===== src/rtl/serial_to_parallel_rx.sv =====
// serial_to_parallel_rx
//
// Per-lane receive deserializer. Shifts in one serial bit per clk_32f edge, hunts
// bit-by-bit for the COM idle word, and locks after LOCK_COUNT consecutive
// word-aligned COM words. Once locked, every completed word is presented on lane_out
// with a level valid that is held for one full word period (32 cycles). COM words
// seen while locked are idles: they clear lane_out and valid_out.
//
// Ports:
//   clk_32f    in   serial bit clock, all logic on posedge
//   reset      in   asynchronous active-high reset
//   data_in    in   serial data, MSB of each word first
//   lane_out   out  [31:0] last completed data word (registered)
//   valid_out  out  lane_out holds a data word (registered level)
//   active_out out  high while locked
module serial_to_parallel_rx #(
  parameter logic [31:0] COM_WORD   = 32'hBCBCBCBC,
  parameter int unsigned LOCK_COUNT = 4  // 1..15
) (
  input  logic        clk_32f,
  input  logic        reset,
  input  logic        data_in,
  output logic [31:0] lane_out,
  output logic        valid_out,
  output logic        active_out
);

  typedef enum logic [1:0] {StHunt, StAlign, StLocked} state_e;

  localparam logic [3:0] LockCnt = 4'(LOCK_COUNT);

  state_e      state_q;
  // Only the 31 most recent bits are kept; the oldest bit of the window never
  // participates in a comparison once the current bit is appended.
  logic [30:0] shreg_q;
  logic [4:0]  bit_cnt_q;
  logic [3:0]  com_cnt_q;

  logic [31:0] nxt;
  logic        is_com;
  logic        boundary;
  logic [3:0]  com_cnt_inc;

  // 32-bit window ending with the bit sampled on this edge.
  assign nxt         = {shreg_q, data_in};
  assign is_com      = (nxt == COM_WORD);
  assign boundary    = (bit_cnt_q == 5'd31);
  assign com_cnt_inc = com_cnt_q + 4'd1;

  always_ff @(posedge clk_32f or posedge reset) begin
    if (reset) begin
      state_q    <= StHunt;
      shreg_q    <= '0;
      bit_cnt_q  <= '0;
      com_cnt_q  <= '0;
      lane_out   <= '0;
      valid_out  <= 1'b0;
      active_out <= 1'b0;
    end else begin
      shreg_q   <= nxt[30:0];
      // Free-running word counter; in HUNT its value is irrelevant.
      bit_cnt_q <= bit_cnt_q + 5'd1;

      case (state_q)
        StHunt: begin
          if (is_com) begin
            // This edge becomes a word boundary: the next word ends 32 edges later.
            bit_cnt_q <= '0;
            com_cnt_q <= 4'd1;
            if (LockCnt == 4'd1) begin
              state_q    <= StLocked;
              active_out <= 1'b1;
            end else begin
              state_q <= StAlign;
            end
          end
        end

        StAlign: begin
          if (boundary) begin
            if (is_com) begin
              if (com_cnt_inc >= LockCnt) begin
                // bit_cnt wraps 31->0 naturally, keeping the established alignment.
                state_q    <= StLocked;
                active_out <= 1'b1;
                com_cnt_q  <= LockCnt;
              end else begin
                com_cnt_q <= com_cnt_inc;
              end
            end else begin
              // Misaligned or broken run: restart the search from the next edge.
              state_q   <= StHunt;
              com_cnt_q <= '0;
            end
          end
        end

        StLocked: begin
          // No loss-of-lock detection; only reset leaves this state.
          if (boundary) begin
            if (is_com) begin
              lane_out  <= '0;
              valid_out <= 1'b0;
            end else begin
              lane_out  <= nxt;
              valid_out <= 1'b1;
            end
          end
        end

        default: begin
          state_q   <= StHunt;
          com_cnt_q <= '0;
        end
      endcase
    end
  end

endmodule


===== config.mk =====
export PLATFORM = sky130hd
export DESIGN_NAME = serial_to_parallel_rx
export DESIGN_NICKNAME = d
export VERILOG_FILES = /design/src/rtl/serial_to_parallel_rx.sv
export SDC_FILE = /design/constraint.sdc
export NUM_CORES = 1
export LEC_CHECK = 0
export CAP_MARGIN = 25
export CORE_UTILIZATION = 65
export DETAILED_ROUTE_END_ITERATION = 10
export DONT_BUFFER_PORTS = 1
export PLACE_DENSITY = 0.81
export SLEW_MARGIN = 0
export SYNTH_ARGS = -nofsm -noshare
export SYNTH_HDL_FRONTEND = slang
export SYNTH_SLANG_ARGS = --single-unit

===== constraint.sdc =====
create_clock -name clk_32f -period 5.33 [get_ports clk_32f]
set_input_delay 1.066 -clock clk_32f [delete_from_list [all_inputs] [get_ports clk_32f]]
set_output_delay 1.066 -clock clk_32f [all_outputs]
set_load 0.01 [all_outputs]

==> impl_metrics.json, run 1 <==
{
  "cp_slowest_cell": "and4_1",
  "arrival_ns": 2.67,
  "wl_mm": 4.79,
  "ys_warn_count": 0,
  "worstMarginPinSlew_ns": 0.940,
  "grt_util_all_layers_pct": 26.4,
  "dp_cells": 286,
  "mostFrequentLayoutCells": "nand2_1, dfrtp_1, o21ai_0",
  "synthFlopType": "dfrtp_1",
  "cts.clk_slew.worst_paths_ns": 0.07,
  "first_pass_iters": 4,
  "synth_top_cell_area_share_pct": 69.7,
  "holdWs_ns": 0.397,
  "die_height_um": 66.8,
  "slew_violations": 0,
  "wl_per_cell_um": 15.9,
  "synth_area_um2": 2730,
  "cts_buffers": 9,
  "cts.sinks": 76,
  "critical-path-max-stage-delay_ns": 0.91,
  "synth-edff-count": 0,
  "synth.avg_cell_area_um2": 11.2,
  "syn_to_final_growth_pct": 8.30,
  "syn-num-nets": 250,
  "clkLatencyLatePin_ns": 0.34,
  "finalClockSkew_ns": 0.00749,
  "hold_buffers": 0,
  "drt_iter0_markers": 169,
  "relSlewSlack_pct": 37.3,
  "fin_total_pwr_mw": 1.01,
  "cts_root_buf": "clkbuf_8",
  "grt_max_degree": 44,
  "ys_types": 31,
  "max_freq_mhz": 408,
  "start_kind": "register",
  "powerDensity_nw_per_um2": 342,
  "p_leak_nw": 1.38,
  "dp_hpwl_mm": 3.15,
  "instances_no_fill": 302,
  "port_buffers": 0,
  "tritoncts": "yes",
  "gr-total-overflow": 0,
  "tns_ns": 0,
  "num_antenna_cells": 0,
  "vias_per_cell": 5.65,
  "antenna_left": 0,
  "final_common_cell": "nand2_1",
  "r2r_setup_slack_ns": 2.88,
  "grt_pass1_vias": 1740,
  "fin_crit_sh_pct": 46.0,
  "crit_path_max_fanout": 30,
  "setup_viol": 0,
  "antenna_found_initial": 0,
  "dieWidth_um": 66.8,
  "synthCells": 244,
  "clock_path_buffers": 2,
  "final_layout_size_suffix_gt1_share_pct": 8.33,
  "io_pins": 37,
  "endpoint_kind": "register",
  "cts_setup_buffers": 0,
  "path_cells": "nand4b_1, nor4_1, and4_1, nand4_1, o311ai_0",
  "route.detailed.drc": 0,
  "ys_seq_area_share_pct": 69.7,
  "ctsResizeCount": 0,
  "dr_total_vias": 1705,
  "critPathKind": "reg2reg",
  "start_util_pct": 67.7,
  "synth-async-reset-ratio_pct": 100,
  "outcome": "finished clean",
  "hp-class": "reg2reg",
  "hold_viol": 0,
  "crit_required_ns": 5.54,
  "place.gp.congestion": 0.711,
  "fin_nets": 253,
  "synth_seq_cells": 76,
  "die_area_um2": 4460,
  "core_um2": 4030,
  "synth.largest_area_cell": "dfrtp_1",
  "num_rows": 23,
  "period_minus_slack_ns": 2.45,
  "cap_violations": 0,
  "rsz0062_at_grt": "false",
  "ctsHtreeMaxLevel": 3,
  "fillCellCount": 278,
  "yosys-top-cells-area": "dfrtp_1, nand2_1, o21ai_0",
  "peakVddDrop_v": 0.000213,
  "multi_input_area_um2": 749,
  "grt_pass1_wl_mm": 8.14,
  "regArea_um2": 1900
}
==> critical path: cells and delay by family, from the launching register on <==
kind | cells | cell delay (ns)
simple gates | 4 | 1.77
flops | 1 | 0.39
compound gates | 1 | 0.17
==> sequential cells by signal, summed over array words and instances (netlist names) <==
register    count
com_cnt_q       4
shreg_q        31
state_q         2
lane_out       32
bit_cnt_q       5
valid_out       1
active_out      1
==> cell usage after synthesis, types with 2 or more instances <==
cell       n
xor2_1     2
clkbuf_1   3
clkbuf_2   2
nor2_1     3
nand3_1    2
nand2_1   88
ha_1       3
buf_4      4
and2_1     5
dfrtp_1   76
inv_1      4
o21ai_1    9
nor4_1     3
nand2b_1   3
a21oi_1    3
nand4b_1   4
buf_2      2
o21ai_0   15
==> power by group <==
part	internal, mW	switching, mW	total [mW]
clock network	0.205	0.194	0.399
registers	0.588	0.00933	0.598
logic	0.00217	0.0109	0.0131
total	0.795	0.215	1.01
==> kinds of logic after synthesis <==
kind of cell | after synthesis | share of synthesized area (%)
AOI/OAI and AO/OA | 32 | 6.38
xor gates and xnor gates | 3 | 0.963
adders and majority gates | 3 | 1.38
buffers and inverters | 15 | 2.80
DFF | 76 | 69.7
and+or+nand+nor | 115 | 18.8
==> layer usage <==
metal	up-vias	part of all wire [%]	global-route usage, %
li1	807	-	-
met1	843	45	36.9
met2	47	48	37.8
met3	8	5.7	7.88
met4	0	1.7	12.8
met5	-	0	0
==> path summary, 6_finish.rpt <==
check                                      start                        to  depth (start not counted)
hold reg to reg            shreg_q[17]$_DFF_PP0_     shreg_q[18]$_DFF_PP0_                          0
min in group asynchronous                  reset   lane_out[3]$_DFFE_PP0P_                          1
setup reg to reg           shreg_q[29]$_DFF_PP0_  com_cnt_q[2]$_DFFE_PP0P_                          5
setup / recovery           shreg_q[29]$_DFF_PP0_  com_cnt_q[2]$_DFFE_PP0P_                          5
hold / removal             shreg_q[17]$_DFF_PP0_     shreg_q[18]$_DFF_PP0_                          0
max in group asynchronous                  reset     shreg_q[24]$_DFF_PP0_                          2
==> layout make-up <==
cell class	instances	area share (%)
Clock buffer	12	5.59
Clock inverter	4	0.762
Inverter	4	0.508
Multi-Input combinational cell	153	25.4
Sequential cell	76	64.4
Tap cell	50	2.12
Timing Repair Buffer	3	1.27
==> stage by stage <==
stage	cell area (um^2)	worst slack, ns	utilization (%)
global route	2950	2.63	73.3
global placement	2740	2.70	67.9
floorplan	2730	2.33	-
detailed placement	2770	2.56	68.7
CTS	2950	2.85	73.3
finish	2950	2.88	73.3
Note: power is estimated with default switching activity, not from simulation.
==> run 2: changes to the inputs <==
CORE_UTILIZATION = 55   (was 65)
PLACE_DENSITY = 0.73   (was 0.81)
clock period = 2 ns   (was 5.33 ns; I/O delays follow)
==> run 2 against run 1 <==
Clock skew up 0.0017 ns. Combinational power rose to 3.0 times the previous value. Utilization down 9.2 points. Sequential cell count unchanged. Power rose to 2.9 times the previous value. Sequential power rose to 2.7 times the previous value. Critical path type unchanged. Largest cell class unchanged. Largest power group unchanged.
==> impl_metrics.json, run 2 (synthesis gave the netlist of run 1 again) <==
{
  "p_clk_share_pct": 43.5,
  "reg_top3": "lane_out: 32 flops, shreg_q: 31 flops, bit_cnt_q: 5 flops",
  "cap_violations": 0,
  "period_minus_slack_ns": 1.72,
  "r2r_cells": 7,
  "ctsHtreeMaxLevel": 3,
  "placed_area_um2": 2820,
  "critPathKind": "reg2reg",
  "peakVddDrop_v": 0.000599,
  "post-route-cell-area_um2": 3050,
  "clock_path_buffers": 2,
  "r2r-end": "lane_out[26]$_DFFE_PP0P_",
  "grt_pass1_wl_mm": 8.07,
  "final_layout_size_suffix_gt1_share_pct": 9.73,
  "gr-total-overflow": 0,
  "max_freq_mhz": 581,
  "antenna_found_initial": 0,
  "relSlewSlack_pct": 62.5,
  "vias_per_cell": 5.26,
  "finalClockSkew_ns": 0.00917,
  "num_rows": 25,
  "p_leak_nw": 1.42,
  "cts.sinks": 76,
  "wl_per_cell_um": 15.0,
  "swShare_pct": 20.9,
  "outcome": "finished clean",
  "powerDensity_nw_per_um2": 948,
  "p_int_mw": 2.29,
  "tns_ns": 0,
  "setup_viol": 0,
  "endpoint_kind": "register",
  "io_pins": 37,
  "cts_setup_buffers": 0,
  "fin_crit_sh_pct": 86.0,
  "power_frac_seq_pct": 55.1,
  "wl_mm": 4.85,
  "cp-endpoint": "lane_out[26]$_DFFE_PP0P_",
  "grt_pass1_vias": 1746,
  "largest_reg_flops": 32,
  "die_height_um": 72.4,
  "cts.clk_slew.worst_paths_ns": 0.08,
  "crit_path_max_fanout": 31,
  "cts_root_buf": "clkbuf_8",
  "core_um2": 4750,
  "critPathLaunch": "bit_cnt_q[0]$_DFF_PP0_",
  "dp_hpwl_mm": 3.12,
  "drt_iter0_markers": 112,
  "syn_to_final_growth_pct": 11.8,
  "cts_buffers": 9,
  "rsz0062_at_grt": "false",
  "slew_violations": 0,
  "top_register": "lane_out",
  "fin_nets": 258,
  "final_common_cell": "nand2_1",
  "grt_util_all_layers_pct": 21.3,
  "hold_start": "data_in",
  "num_antenna_cells": 0,
  "arrival_ns": 1.99,
  "grt_max_degree": 48,
  "crit_required_ns": 2.26,
  "first_pass_iters": 4,
  "fillCellCount": 384,
  "start_util_pct": 57.4,
  "antenna_left": 0,
  "hp-class": "in2reg",
  "route.detailed.drc": 0,
  "post-route-util_pct": 64.2,
  "clkLatencyLatePin_ns": 0.35,
  "place.gp.congestion": 0.752,
  "r2r_setup_slack_ns": 0.28,
  "tritoncts": "yes",
  "power_frac_comb_pct": 1.4,
  "holdWs_ns": 0.0727,
  "die_area_um2": 5240,
  "worstMarginPinSlew_ns": 0.563,
  "start_kind": "register",
  "p_sw_uw": 605,
  "dr_total_vias": 1703,
  "mostFrequentLayoutCells": "nand2_1, dfrtp_1, o21ai_0",
  "port_buffers": 0,
  "fin_total_pwr_mw": 2.89,
  "dieWidth_um": 72.4,
  "hold_viol": 0,
  "r2r_start": "bit_cnt_q[0]$_DFF_PP0_"
}
run 2: cell count changes in the layout (fill, tap and decap cells not counted):
cell           before  now
buf_12              0    1
clkinvlp_4          1    2
dlygate4sd3_1       0    1
buf_4               1    6
clkinv_2            3    1
inv_2               1    0
bufinv_16           0    1
clkbuf_8           12   13
buf_8               2    0
run 2: power groups by stage:
stage                     Clock, mW  Combinational [mW]  Sequential, mW
final                          1.26              0.0394            1.59
after global routing           1.33              0.0467            1.60
after CTS                      1.28              0.0418            1.59
after detailed placement          0              0.0399            1.62
after global placement            0              0.0391            1.62
after floorplan                   0              0.0283            1.61
run 2: cell type report:
type / count / area, um^2 / share of cell area (%)
repair buffers: 8 / 75.1 / 2.46
clock buffers: 13 / 179 / 5.87
well taps: 67 / 83.8 / 2.75
clock inverters: 3 / 42.5 / 1.39
flip-flops and latches: 76 / 1900 / 62.3
inverters: 4 / 18.8 / 0.615
multi-input cells: 153 / 749 / 24.6
run 2: how the worst min path moves through the flow:
stage          depth (start not counted)                        to  slack, ns
3_5_place_dp                           1  lane_out[20]$_DFFE_PP0P_       0.16
3_3_place_gp                           1  lane_out[20]$_DFFE_PP0P_       0.16
6_report                               0      shreg_q[0]$_DFF_PP0_       0.07
2_1_floorplan                          0     shreg_q[14]$_DFF_PP0_       0.37
5_1_grt                                0      shreg_q[0]$_DFF_PP0_       0.06
4_1_cts                                0      shreg_q[0]$_DFF_PP0_       0.06
run 2: stage by stage:
stage               setup WS, ns  cells
floorplan                  0.350    244
global placement           0.313    307
detailed placement         0.273    307
CTS                        0.262    324
global route               0.121    324
finish                     0.279    324
run 2: critical path, stage by stage (launching register included):
cell	delay, ns
dfrtp_1	0.40
ha_1	0.22
and3_1	0.19
ha_1	0.25
nand2_1	0.22
buf_12	0.22
nand2_1	0.07
o21ai_0	0.08
run 2: per-layer routing:
layer,vias to the layer above,share of wire (%),track usage [%]
li1,818,-,-
met1,834,48,28.4
met2,42,44,31.4
met3,9,5.5,6.67
met4,0,2.2,11.1
met5,-,0,0
run 2: timing repair:
action                    in CTS  in global routing
resized for setup              0                  0
hold buffers                   1                  0
hold endpoints to repair       2                  0
